===== src/rtl/mem_bus_arb_pkg.sv =====
// Shared definitions for the instruction/data bus arbiter: FSM encodings,
// grant-history tags and the fixed word/byte-lane constants.
package mem_bus_arb_pkg;

    typedef enum logic [1:0] {
        ST_IDLE    = 2'd0,
        ST_GNT_IF  = 2'd1,
        ST_GNT_MEM = 2'd2
    } state_e;

    typedef enum logic {
        LAST_IF  = 1'b0,
        LAST_MEM = 1'b1
    } grant_e;

    localparam logic [31:0] ZERO_WORD = 32'h0000_0000;
    localparam logic [3:0]  SEL_NONE  = 4'h0;
    localparam logic [3:0]  SEL_WORD  = 4'hF;

endpackage


===== src/rtl/mem_bus_arb.sv =====
// Arbitrates the instruction-fetch and load/store ports onto one shared bus,
// with MEM priority, IF anti-starvation, and a sticky watchdog timeout.
module mem_bus_arb
    import mem_bus_arb_pkg::*;
#(
    parameter int unsigned TIMEOUT = 255,
    parameter int unsigned BUS_AW  = 32
) (
    input  logic              clk,
    input  logic              rst,
    input  logic              if_req_i,
    input  logic [BUS_AW-1:0] if_addr_i,
    output logic [31:0]       if_rdata_o,
    output logic              if_ack_o,
    input  logic              mem_req_i,
    input  logic              mem_we_i,
    input  logic [3:0]        mem_sel_i,
    input  logic [BUS_AW-1:0] mem_addr_i,
    input  logic [31:0]       mem_wdata_i,
    output logic [31:0]       mem_rdata_o,
    output logic              mem_ack_o,
    output logic              bus_req_o,
    output logic              bus_we_o,
    output logic [3:0]        bus_sel_o,
    output logic [BUS_AW-1:0] bus_addr_o,
    output logic [31:0]       bus_wdata_o,
    input  logic [31:0]       bus_rdata_i,
    input  logic              bus_ack_i,
    output logic              stallreq_o,
    output logic              bus_err_o
);

    localparam logic [7:0] TIMEOUT_CNT = 8'(TIMEOUT);

    state_e            state_q, state_d;
    grant_e            last_q, last_d;
    logic [7:0]        cnt_q, cnt_d;
    logic              bus_req_q, bus_req_d;
    logic              bus_we_q, bus_we_d;
    logic [3:0]        bus_sel_q, bus_sel_d;
    logic [BUS_AW-1:0] bus_addr_q, bus_addr_d;
    logic [31:0]       bus_wdata_q, bus_wdata_d;
    logic              if_ack_q, if_ack_d;
    logic              mem_ack_q, mem_ack_d;
    logic [31:0]       if_rdata_q, if_rdata_d;
    logic [31:0]       mem_rdata_q, mem_rdata_d;
    logic              err_q, err_d;

    logic              if_pend, mem_pend;
    logic              grant_if, grant_mem;
    logic [7:0]        cnt_inc;

    // A requester still holds its request during its own ack cycle; that is
    // not a new request and must not win another grant.
    assign if_pend  = if_req_i  & ~if_ack_q;
    assign mem_pend = mem_req_i & ~mem_ack_q;
    assign cnt_inc  = cnt_q + 8'd1;

    always_comb begin
        // NOTE: every signal assigned here gets a default first so no latch is inferred.
        state_d     = state_q;
        last_d      = last_q;
        cnt_d       = cnt_q;
        bus_req_d   = bus_req_q;
        bus_we_d    = bus_we_q;
        bus_sel_d   = bus_sel_q;
        bus_addr_d  = bus_addr_q;
        bus_wdata_d = bus_wdata_q;
        if_ack_d    = 1'b0;
        mem_ack_d   = 1'b0;
        if_rdata_d  = if_rdata_q;
        mem_rdata_d = mem_rdata_q;
        err_d       = err_q;
        grant_if    = 1'b0;
        grant_mem   = 1'b0;

        case (state_q)
            ST_IDLE: begin
                if (mem_pend && !(last_q == LAST_MEM && if_pend)) begin
                    grant_mem = 1'b1;
                end else if (if_pend) begin
                    grant_if = 1'b1;
                end
            end
            ST_GNT_IF, ST_GNT_MEM: begin
                // Ack is checked first so a coincident ack beats the watchdog.
                if (bus_ack_i || cnt_inc == TIMEOUT_CNT) begin
                    state_d   = ST_IDLE;
                    bus_req_d = 1'b0;
                    cnt_d     = 8'd0;
                    err_d     = err_q | ~bus_ack_i;
                    if (state_q == ST_GNT_IF) begin
                        if_ack_d   = 1'b1;
                        if_rdata_d = bus_ack_i ? bus_rdata_i : ZERO_WORD;
                        grant_mem  = mem_pend;
                    end else begin
                        mem_ack_d   = 1'b1;
                        mem_rdata_d = (bus_ack_i && !bus_we_q) ? bus_rdata_i : ZERO_WORD;
                        grant_if    = if_pend;
                    end
                end else begin
                    cnt_d = cnt_inc;
                end
            end
            default: state_d = ST_IDLE;
        endcase

        if (grant_mem) begin
            state_d     = ST_GNT_MEM;
            last_d      = LAST_MEM;
            cnt_d       = 8'd0;
            bus_req_d   = 1'b1;
            bus_we_d    = mem_we_i;
            bus_sel_d   = mem_sel_i;
            bus_addr_d  = mem_addr_i;
            bus_wdata_d = mem_wdata_i;
        end else if (grant_if) begin
            state_d     = ST_GNT_IF;
            last_d      = LAST_IF;
            cnt_d       = 8'd0;
            bus_req_d   = 1'b1;
            bus_we_d    = 1'b0;
            bus_sel_d   = SEL_WORD;
            bus_addr_d  = if_addr_i;
            bus_wdata_d = ZERO_WORD;
        end
    end

    // NOTE: sequential state uses non-blocking assignments only, so every flop
    // samples the pre-edge value of every other flop.
    always_ff @(posedge clk or posedge rst) begin
        if (rst) begin
            state_q     <= ST_IDLE;
            last_q      <= LAST_IF;
            cnt_q       <= 8'd0;
            bus_req_q   <= 1'b0;
            bus_we_q    <= 1'b0;
            bus_sel_q   <= SEL_NONE;
            bus_addr_q  <= '0;
            bus_wdata_q <= ZERO_WORD;
            if_ack_q    <= 1'b0;
            mem_ack_q   <= 1'b0;
            if_rdata_q  <= ZERO_WORD;
            mem_rdata_q <= ZERO_WORD;
            err_q       <= 1'b0;
        end else begin
            state_q     <= state_d;
            last_q      <= last_d;
            cnt_q       <= cnt_d;
            bus_req_q   <= bus_req_d;
            bus_we_q    <= bus_we_d;
            bus_sel_q   <= bus_sel_d;
            bus_addr_q  <= bus_addr_d;
            bus_wdata_q <= bus_wdata_d;
            if_ack_q    <= if_ack_d;
            mem_ack_q   <= mem_ack_d;
            if_rdata_q  <= if_rdata_d;
            mem_rdata_q <= mem_rdata_d;
            err_q       <= err_d;
        end
    end

    assign bus_req_o   = bus_req_q;
    assign bus_we_o    = bus_we_q;
    assign bus_sel_o   = bus_sel_q;
    assign bus_addr_o  = bus_addr_q;
    assign bus_wdata_o = bus_wdata_q;
    assign if_ack_o    = if_ack_q;
    assign mem_ack_o   = mem_ack_q;
    assign if_rdata_o  = if_rdata_q;
    assign mem_rdata_o = mem_rdata_q;
    assign bus_err_o   = err_q;
    assign stallreq_o  = (mem_req_i & ~mem_ack_q) | (if_req_i & ~if_ack_q);

endmodule


===== config.mk =====
export PLATFORM = sky130hd
export DESIGN_NAME = mem_bus_arb
export DESIGN_NICKNAME = d
export VERILOG_FILES = /design/src/rtl/mem_bus_arb_pkg.sv /design/src/rtl/mem_bus_arb.sv
export SDC_FILE = /design/constraint.sdc
export NUM_CORES = 1
export LEC_CHECK = 0
export ABC_AREA = 0
export CAP_MARGIN = 25
export CORE_MARGIN = 2
export CORE_UTILIZATION = 44
export CTS_BUF_LIST = sky130_fd_sc_hd__clkbuf_8 sky130_fd_sc_hd__clkbuf_16
export DETAILED_ROUTE_END_ITERATION = 8
export GPL_TIMING_DRIVEN = 0
export PLACE_DENSITY = 0.9
export SLEW_MARGIN = 5
export SYNTH_ARGS = -nofsm -noshare
export SYNTH_HDL_FRONTEND = slang
export SYNTH_SLANG_ARGS = --single-unit

===== constraint.sdc =====
create_clock -name clk -period 7.7 [get_ports clk]
set_clock_uncertainty 0.1 [all_clocks]
set_input_delay 1.54 -clock clk [delete_from_list [all_inputs] [get_ports clk]]
set_output_delay 1.54 -clock clk [all_outputs]
set_load 0.02 [all_outputs]

==> metrics.md, run 1 <==
| Metric | Value |
|---|---|
| Outcome | completed |
| FILL cells | 974 |
| RSZ-0062 raised after global routing | no |
| Vias per std cell | 5.36 |
| Worst Hold Launch | bus_err_o |
| CTS buffer count | 17 |
| Worst setup EP type | output port |
| Crit-path cells | clkdlybuf4s50_1 > nand2b_1 > nand2_1 > clkdlybuf4s50_1 |
| Hold Path Class | register to register |
| Residual DRC | 0 |
| Crit path largest cell delay | 660 ps |
| RR Startpoint | state_q[0] |
| Pleak | 0.00420 uW |
| CP required | 6060 ps |
| First DRT Iteration DRCs | 370 |
| R2R setup slack | 4900 ps |
| Final Critical Period | 4540 ps |
| DP HPWL | 14.7 mm |
| WS Path Type | input pin to output port |
| Count of pins over their slew limit | 0 |
| Synth Net Count | 794 |
| Skew-Pair Late Insertion Delay | 420 ps |
| Sink Count | 148 |
| Routed wire length | 20.1 mm |
| Worst Hold Slack | 397 ps |
| Post-cts repair resize count | 0 |
| Root buffer cell | clkbuf_16 |
| Die Ht | 124 um |
| Final instance area | 0.00991 mm2 |
| Chip width | 124 um |
| Synth cell types | 41 |
| Vias post-DR | 6108 |
| Worst r2r path cells | 9 |
| Combinational Power Share | 50.0% |
| Slew HR | 46.1% |
| Final-stage net count | 1089 |
| GRT Total Usage | 26.4% |
| GP Congestion | 0.827 |
| Post-Syn Area | 0.00630 mm2 |
| Hold_buf cts | 0 |
| P per Cell Area | 428 mW/mm2 |
| Clock buffer depth | 2 |
| Final setup margin | 3160 ps |
| Global-route wire length before repair | 30.7 mm |
| Final TNS setup | 0 ps |
| Crit-path slowest cell | clkdlybuf4s50_1 |
| Hold violation total from the final report | 0 |
| Hold worst-path end | bus_err_o |
| MaxCap Viol Count | 0 |
| Slew @ Worst Pin | 809 ps |
| Worst r2r dst | bus_addr_o[21] |
| Fmax | 220 MHz |
| Io pins | 276 |
| Psw | 1720 uW |
| Switching share of power | 40.4% |
| Final worst-path cycle share | 59.0% |
| CTS H-tree depth | 4 |
| Largest net degree at the start of global routing | 76 |
| Vias in the first global route | 6030 |
| Grt ovf | 0 |
| Post-CTS Setup Inserts | 0 |
| Hold Crit Depth | 1 |
| Pre-CTS setup slack | 3140 ps |
| Post-synthesis sequential area ratio | 58.8% |
| Yosys reg bits | 148 |
| Cells after Synth | 651 |
| Core Area | 0.0139 mm2 |
| Syn_area_per_cell | 9.68 um2 |
| Synth warn | 0 |
| CTS tree | built |
| Detailed-route wire length per cell | 17.6 um |
| Total internal power | 2530 uW |
| Post-DP Area | 0.00931 mm2 |
| Std cell rows | 43 |
| Peak VDD IR | 0.292 mV |
| Critical Path AT | 2900 ps |
| Most common cell on crit path | clkdlybuf4s50_1 |
| Ratio of cells with drive above 1 in the final layout | 6.26% |
| Antenna Violating Nets Remaining | 0 |
| Type of origin of the critical path | input pin |
| IO Port Bufs | 275 |
| Initial Util | 45.2% |
| Clock network power share | 19.7% |
| Crit-path max FO | 6 |
| Initial antenna violation count | 0 |
| First-pass DRT Iterations | 5 |
| Setup-failing EPs final | 0 |
| Syn-to-layout area delta | 57.4% |
| Clock transition at path regs | 60 ps |
| Die area | 0.0153 mm2 |
| Antenna cells | 0 |
| Sequential fraction of design power | 30.3% |
==> cells in the mapped netlist, drive strengths merged <==
cell,count,share of area (%)
o21a,1,0.12
buf,22,2.5
o22a,1,0.14
nor3,2,0.24
a32o,1,0.16
a211oi,1,0.12
o21ai,76,6.0
o41a,1,0.18
ha,5,0.99
xnor2,1,0.14
clkbuf,25,1.5
a21o,3,0.36
a22oi,2,0.24
nor2,12,0.71
and4,1,0.14
o21bai,4,0.54
o2bb2ai,1,0.14
and2,3,0.30
nand2b,3,0.30
a22o,33,4.6
dfrtp,148,59
o22ai,2,0.20
a21oi,41,3.3
nor2b,1,0.099
o211ai,1,0.12
inv,40,2.4
nor3b,1,0.12
nor4,1,0.20
o2111ai,1,0.14
a31oi,32,3.2
xor2,3,0.42
or3,1,0.099
nand2,142,8.5
o31ai,1,0.12
nand3,38,3.0
==> placed cells by master, fill, tap and decap left out, types with 12 or more instances in the layout <==
| cell | Yosys | final |
|---|---|---|
| o21ai_1 | 22 | 22 |
| a31oi_1 | 32 | 32 |
| clkbuf_16 | 0 | 17 |
| buf_2 | 13 | 13 |
| clkdlybuf4s50_1 | 0 | 275 |
| a21oi_1 | 41 | 41 |
| inv_1 | 40 | 39 |
| nor2_1 | 12 | 12 |
| nand2_1 | 142 | 142 |
| dfrtp_1 | 148 | 148 |
| a22o_1 | 32 | 32 |
| nand3_1 | 38 | 38 |
| clkbuf_1 | 25 | 25 |
| o21ai_0 | 54 | 54 |
==> metrics by stage <==
step	instances	utilization, %	power, uW
after floorplan	651	-	2430
after global placement	1106	66.6	3350
after detailed placement	1107	66.8	3410
after CTS	1139	71.1	4260
after global routing	1139	71.1	4490
final	1139	71.1	4250
==> worst max-delay path: cells and delay by family <==
| kind | cells | cell delay (ps) |
|---|---|---|
| AND/OR/NAND/NOR | 2 | 240 |
| buffers and inverters | 2 | 1120 |
==> flip-flops by register name, summed over array words and instances (netlist names) <==
signal / count
mem_rdata_o: 32
state_q: 2
bus_addr_o: 32
bus_sel_o: 4
bus_req_o: 1
bus_err_o: 1
bus_we_o: 1
bus_wdata_o: 32
if_rdata_o: 32
mem_ack_o: 1
cnt_q: 8
if_ack_o: 1
last_q: 1
==> cell type report <==
cell class	instances	area, um2	share of cell area, %
plain buffers	47	249	2.51
inverters	40	155	1.57
well taps	180	225	2.27
repair buffers	276	2780	28.0
flip-flops and latches	148	3700	37.4
clock buffers	19	453	4.57
multi-input cells	416	2200	22.2
clock inverters	13	150	1.51
==> per-layer routing <==
| metal | share of wire (%) | up-vias | track usage (%) |
|---|---|---|---|
| met5 | 0 | - | 0 |
| met4 | 4.2 | 0 | 13.9 |
| met3 | 7.9 | 60 | 7.97 |
| met2 | 50 | 281 | 42.8 |
| met1 | 38 | 2949 | 31.6 |
| li1 | - | 2818 | - |
==> power by group through the flow <==
stage / logic, uW / clock network, uW / registers, uW
after global routing: 2290 / 887 / 1320
after CTS: 2130 / 850 / 1280
final: 2120 / 837 / 1290
after global placement: 2070 / 0 / 1270
after detailed placement: 2120 / 0 / 1290
after floorplan: 784 / 0 / 1640
==> logic make-up after synthesis <==
family / after synthesis / share of synthesized area (%)
AOI/OAI and AO/OA: 202 / 19.6
xor gates and xnor gates: 4 / 0.556
adders and majority gates: 5 / 0.993
buffers and inverters: 87 / 6.34
DFF: 148 / 58.8
and+or+nand+nor: 205 / 13.7
==> how the worst max path moves through the flow <==
stage,start,endpoint,slack [ps],cells past startpoint
after global routing,if_req_i,stallreq_o,3070,4
after floorplan,rst,bus_addr_o[0],2080,1
after global placement,rst,bus_wdata_o[5],80,2
final,if_req_i,stallreq_o,3160,4
after detailed placement,if_req_i,stallreq_o,3140,4
after CTS,if_req_i,stallreq_o,3140,4
Power figures use the tool's default switching activity.
==> inputs of run 2 (changes only) <==
--- a/config.mk
+++ b/config.mk
@@ -8,11 +8,11 @@
 export ABC_AREA = 0
 export CAP_MARGIN = 25
 export CORE_MARGIN = 2
-export CORE_UTILIZATION = 44
+export CORE_UTILIZATION = 38
 export CTS_BUF_LIST = sky130_fd_sc_hd__clkbuf_8 sky130_fd_sc_hd__clkbuf_16
 export DETAILED_ROUTE_END_ITERATION = 8
 export GPL_TIMING_DRIVEN = 0
-export PLACE_DENSITY = 0.9
+export PLACE_DENSITY = 0.83
 export SLEW_MARGIN = 5
 export SYNTH_ARGS = -nofsm -noshare
 export SYNTH_HDL_FRONTEND = slang
==> constraint.sdc (replaced) <==
create_clock -name clk -period 3.9 [get_ports clk]
set_clock_uncertainty 0.1 [all_clocks]
set_input_delay 0.78 -clock clk [delete_from_list [all_inputs] [get_ports clk]]
set_output_delay 0.78 -clock clk [all_outputs]
set_load 0.02 [all_outputs]
==> run 2 against run 1 <==
Compared with the run above:
- first-iteration DRC count fell by 11%
- sequential share of layout area fell by 0.33 points
- global-route usage fell by 3.9 points
- flip-flop and latch count did not move
- critical path depth did not move
- sequential power rose by 95%
- worst hold slack got worse by 12 ps
==> metrics.md, run 2 (synthesis gave the netlist of run 1 again) <==
| Metric | Value |
|---|---|
| First-pass DRT Iterations | 4 (-1) |
| Top Metal Used | met4 |
| Core Area | 0.0164 mm2 (+18%) |
| Final Total Pwr | 8320 uW (+96%) |
| Worst setup EP type | output port |
| Post-Route M1 WL | 8.25 mm (+9.3%) |
| GRT Total Usage | 22.5% (-3.9 points) |
| Count of pins over their slew limit | 0 (unchanged) |
| Std cell rows | 47 (+9.3%) |
| CTS tree | built |
| Detailed-route wire length per cell | 16.6 um (-6.0%) |
| Type of origin of the critical path | input pin |
| Ratio of cells with drive above 1 in the final layout | 6.45% (+0.20 points) |
| Antenna Violating Nets Remaining | 0 (unchanged) |
| Hold Path Class | register to register |
| Crit-path max FO | 6 (unchanged) |
| RSZ-0062 raised after global routing | no |
| Root buffer cell | clkbuf_16 |
| P per Cell Area | 832 mW/mm2 (+94%) |
| Syn-to-layout area delta | 58.7% |
| Clock transition at path regs | 60 ps (about the same) |
| Worst Hold Slack | 385 ps (-12.1 ps) |
| Die Ht | 133 um (+7.4%) |
| FILL cells | 1340 (+38%) |
| CP required | 3020 ps (-3040 ps) |
| DP HPWL | 14.3 mm (-2.7%) |
| Chip width | 133 um (+7.4%) |
| Final Critical Period | 3000 ps |
| Initial Util | 38.4% (-6.8 points) |
| Sink Count | 148 (unchanged) |
| Pleak | 0.00421 uW (+0.46%) |
| Clock buffer depth | 2 (unchanged) |
| Final-stage net count | 1092 (+0.28%) |
| Residual DRC | 0 (unchanged) |
| Setup-failing EPs final | 0 (unchanged) |
| GP Congestion | 0.836 (+1.1%) |
| Most common cell after layout, fill and taps aside | clkdlybuf4s50_1 |
| Vias post-DR | 5978 (-2.1%) |
| IO Port Bufs | 275 (unchanged) |
| Pre-CTS setup slack | 523 ps (-2620 ps) |
| Critical Path AT | 2120 ps (-780 ps) |
| Post-DP Area | 0.00941 mm2 (+1.1%) |
| First DRT Iteration DRCs | 328 (-11%) |
| Final worst-path cycle share | 76.9% |
| Io pins | 276 (unchanged) |
| CTS H-tree depth | 4 (unchanged) |
| WS Path Type | input pin to output port |
| Peak VDD IR | 0.436 mV (+49%) |
| Grt ovf | 0 (unchanged) |
| Routed wire length | 19.6 mm (-2.5%) |
| Post-cts repair resize count | 0 (unchanged) |
| Initial antenna violation count | 0 (unchanged) |
| MaxCap Viol Count | 0 (unchanged) |
| Final instance area | 0.0100 mm2 (+0.88%) |
| Skew-Pair Late Insertion Delay | 420 ps (about the same) |
| Vias per std cell | 5.06 (-5.6%) |
| WL met3 | 1.16 mm (-27%) |
| Final setup margin | 901 ps (-2250 ps) |
| Fmax | 333 MHz |
| Hold_buf cts | 0 (unchanged) |
| Most frequent cells in the layout | clkdlybuf4s50_1, dfrtp_1, nand2_1 |
| Largest net degree at the start of global routing | 42 (-45%) |
| Slew HR | 42.5% (-3.6 points) |
| Antenna cells | 0 (unchanged) |
| Global-route wire length before repair | 31.4 mm (+2.4%) |
| Outcome | completed |
| Met2 WL | 9.57 mm (-5.1%) |
| Hold violation total from the final report | 0 (unchanged) |
| CTS buffer count | 17 (unchanged) |
| Die area | 0.0176 mm2 (+15%) |
| Final core utilization | 61.0% (-10 points) |
| Vias in the first global route | 5931 (-1.6%) |
| Post-CTS Setup Inserts | 0 (unchanged) |
| Slew @ Worst Pin | 863 ps (+53.8 ps) |
==> run 2: final timing paths <==
check,startpoint,endpoint,slack (ps),cells after the start
worst max-delay path,if_req_i,stallreq_o,900,4
worst min-delay path,bus_err_o,bus_err_o,390,1
worst max register to register,cnt_q[6],bus_addr_o[28],1140,8
worst min register to register,bus_err_o,bus_err_o,390,1
max in group asynchronous,rst,bus_wdata_o[16],2010,5
min in group asynchronous,rst,mem_rdata_o[25],700,2
==> run 2: final cells by class <==
cell class / instances / area (um2) / share of cell area (%)
Buffer: 47 / 249 / 2.49
Clock buffer: 22 / 494 / 4.94
Clock inverter: 9 / 95.1 / 0.951
Inverter: 40 / 154 / 1.54
Multi-Input combinational cell: 416 / 2200 / 22.0
Sequential cell: 148 / 3700 / 37.0
Tap cell: 220 / 275 / 2.75
Timing Repair Buffer: 279 / 2830 / 28.3
==> run 2: routing by layer <==
layer | track usage [%] | up-vias
met1 | 29.3 | 2919
met5 | 0 | -
li1 | - | 2830
met4 | 9.62 | 0
met2 | 35.8 | 193
met3 | 5.56 | 36
==> run 2: critical path: stages <==
cell and delay [ps]:
clkdlybuf4s50_1 460, nand2b_1 140, nand2_1 90, clkdlybuf4s50_1 640
==> run 2: metrics by stage <==
| step | setup TNS, ps | std cells |
|---|---|---|
| floorplan | 0 | 651 |
| global placement | -31140 | 1146 |
| detailed placement | 0 | 1150 |
| CTS | 0 | 1181 |
| global route | 0 | 1181 |
| finish | 0 | 1181 |
==> run 2: power breakdown <==
part,internal (uW),switching [uW]
clock network,966,650
logic,1840,2340
registers,2170,351
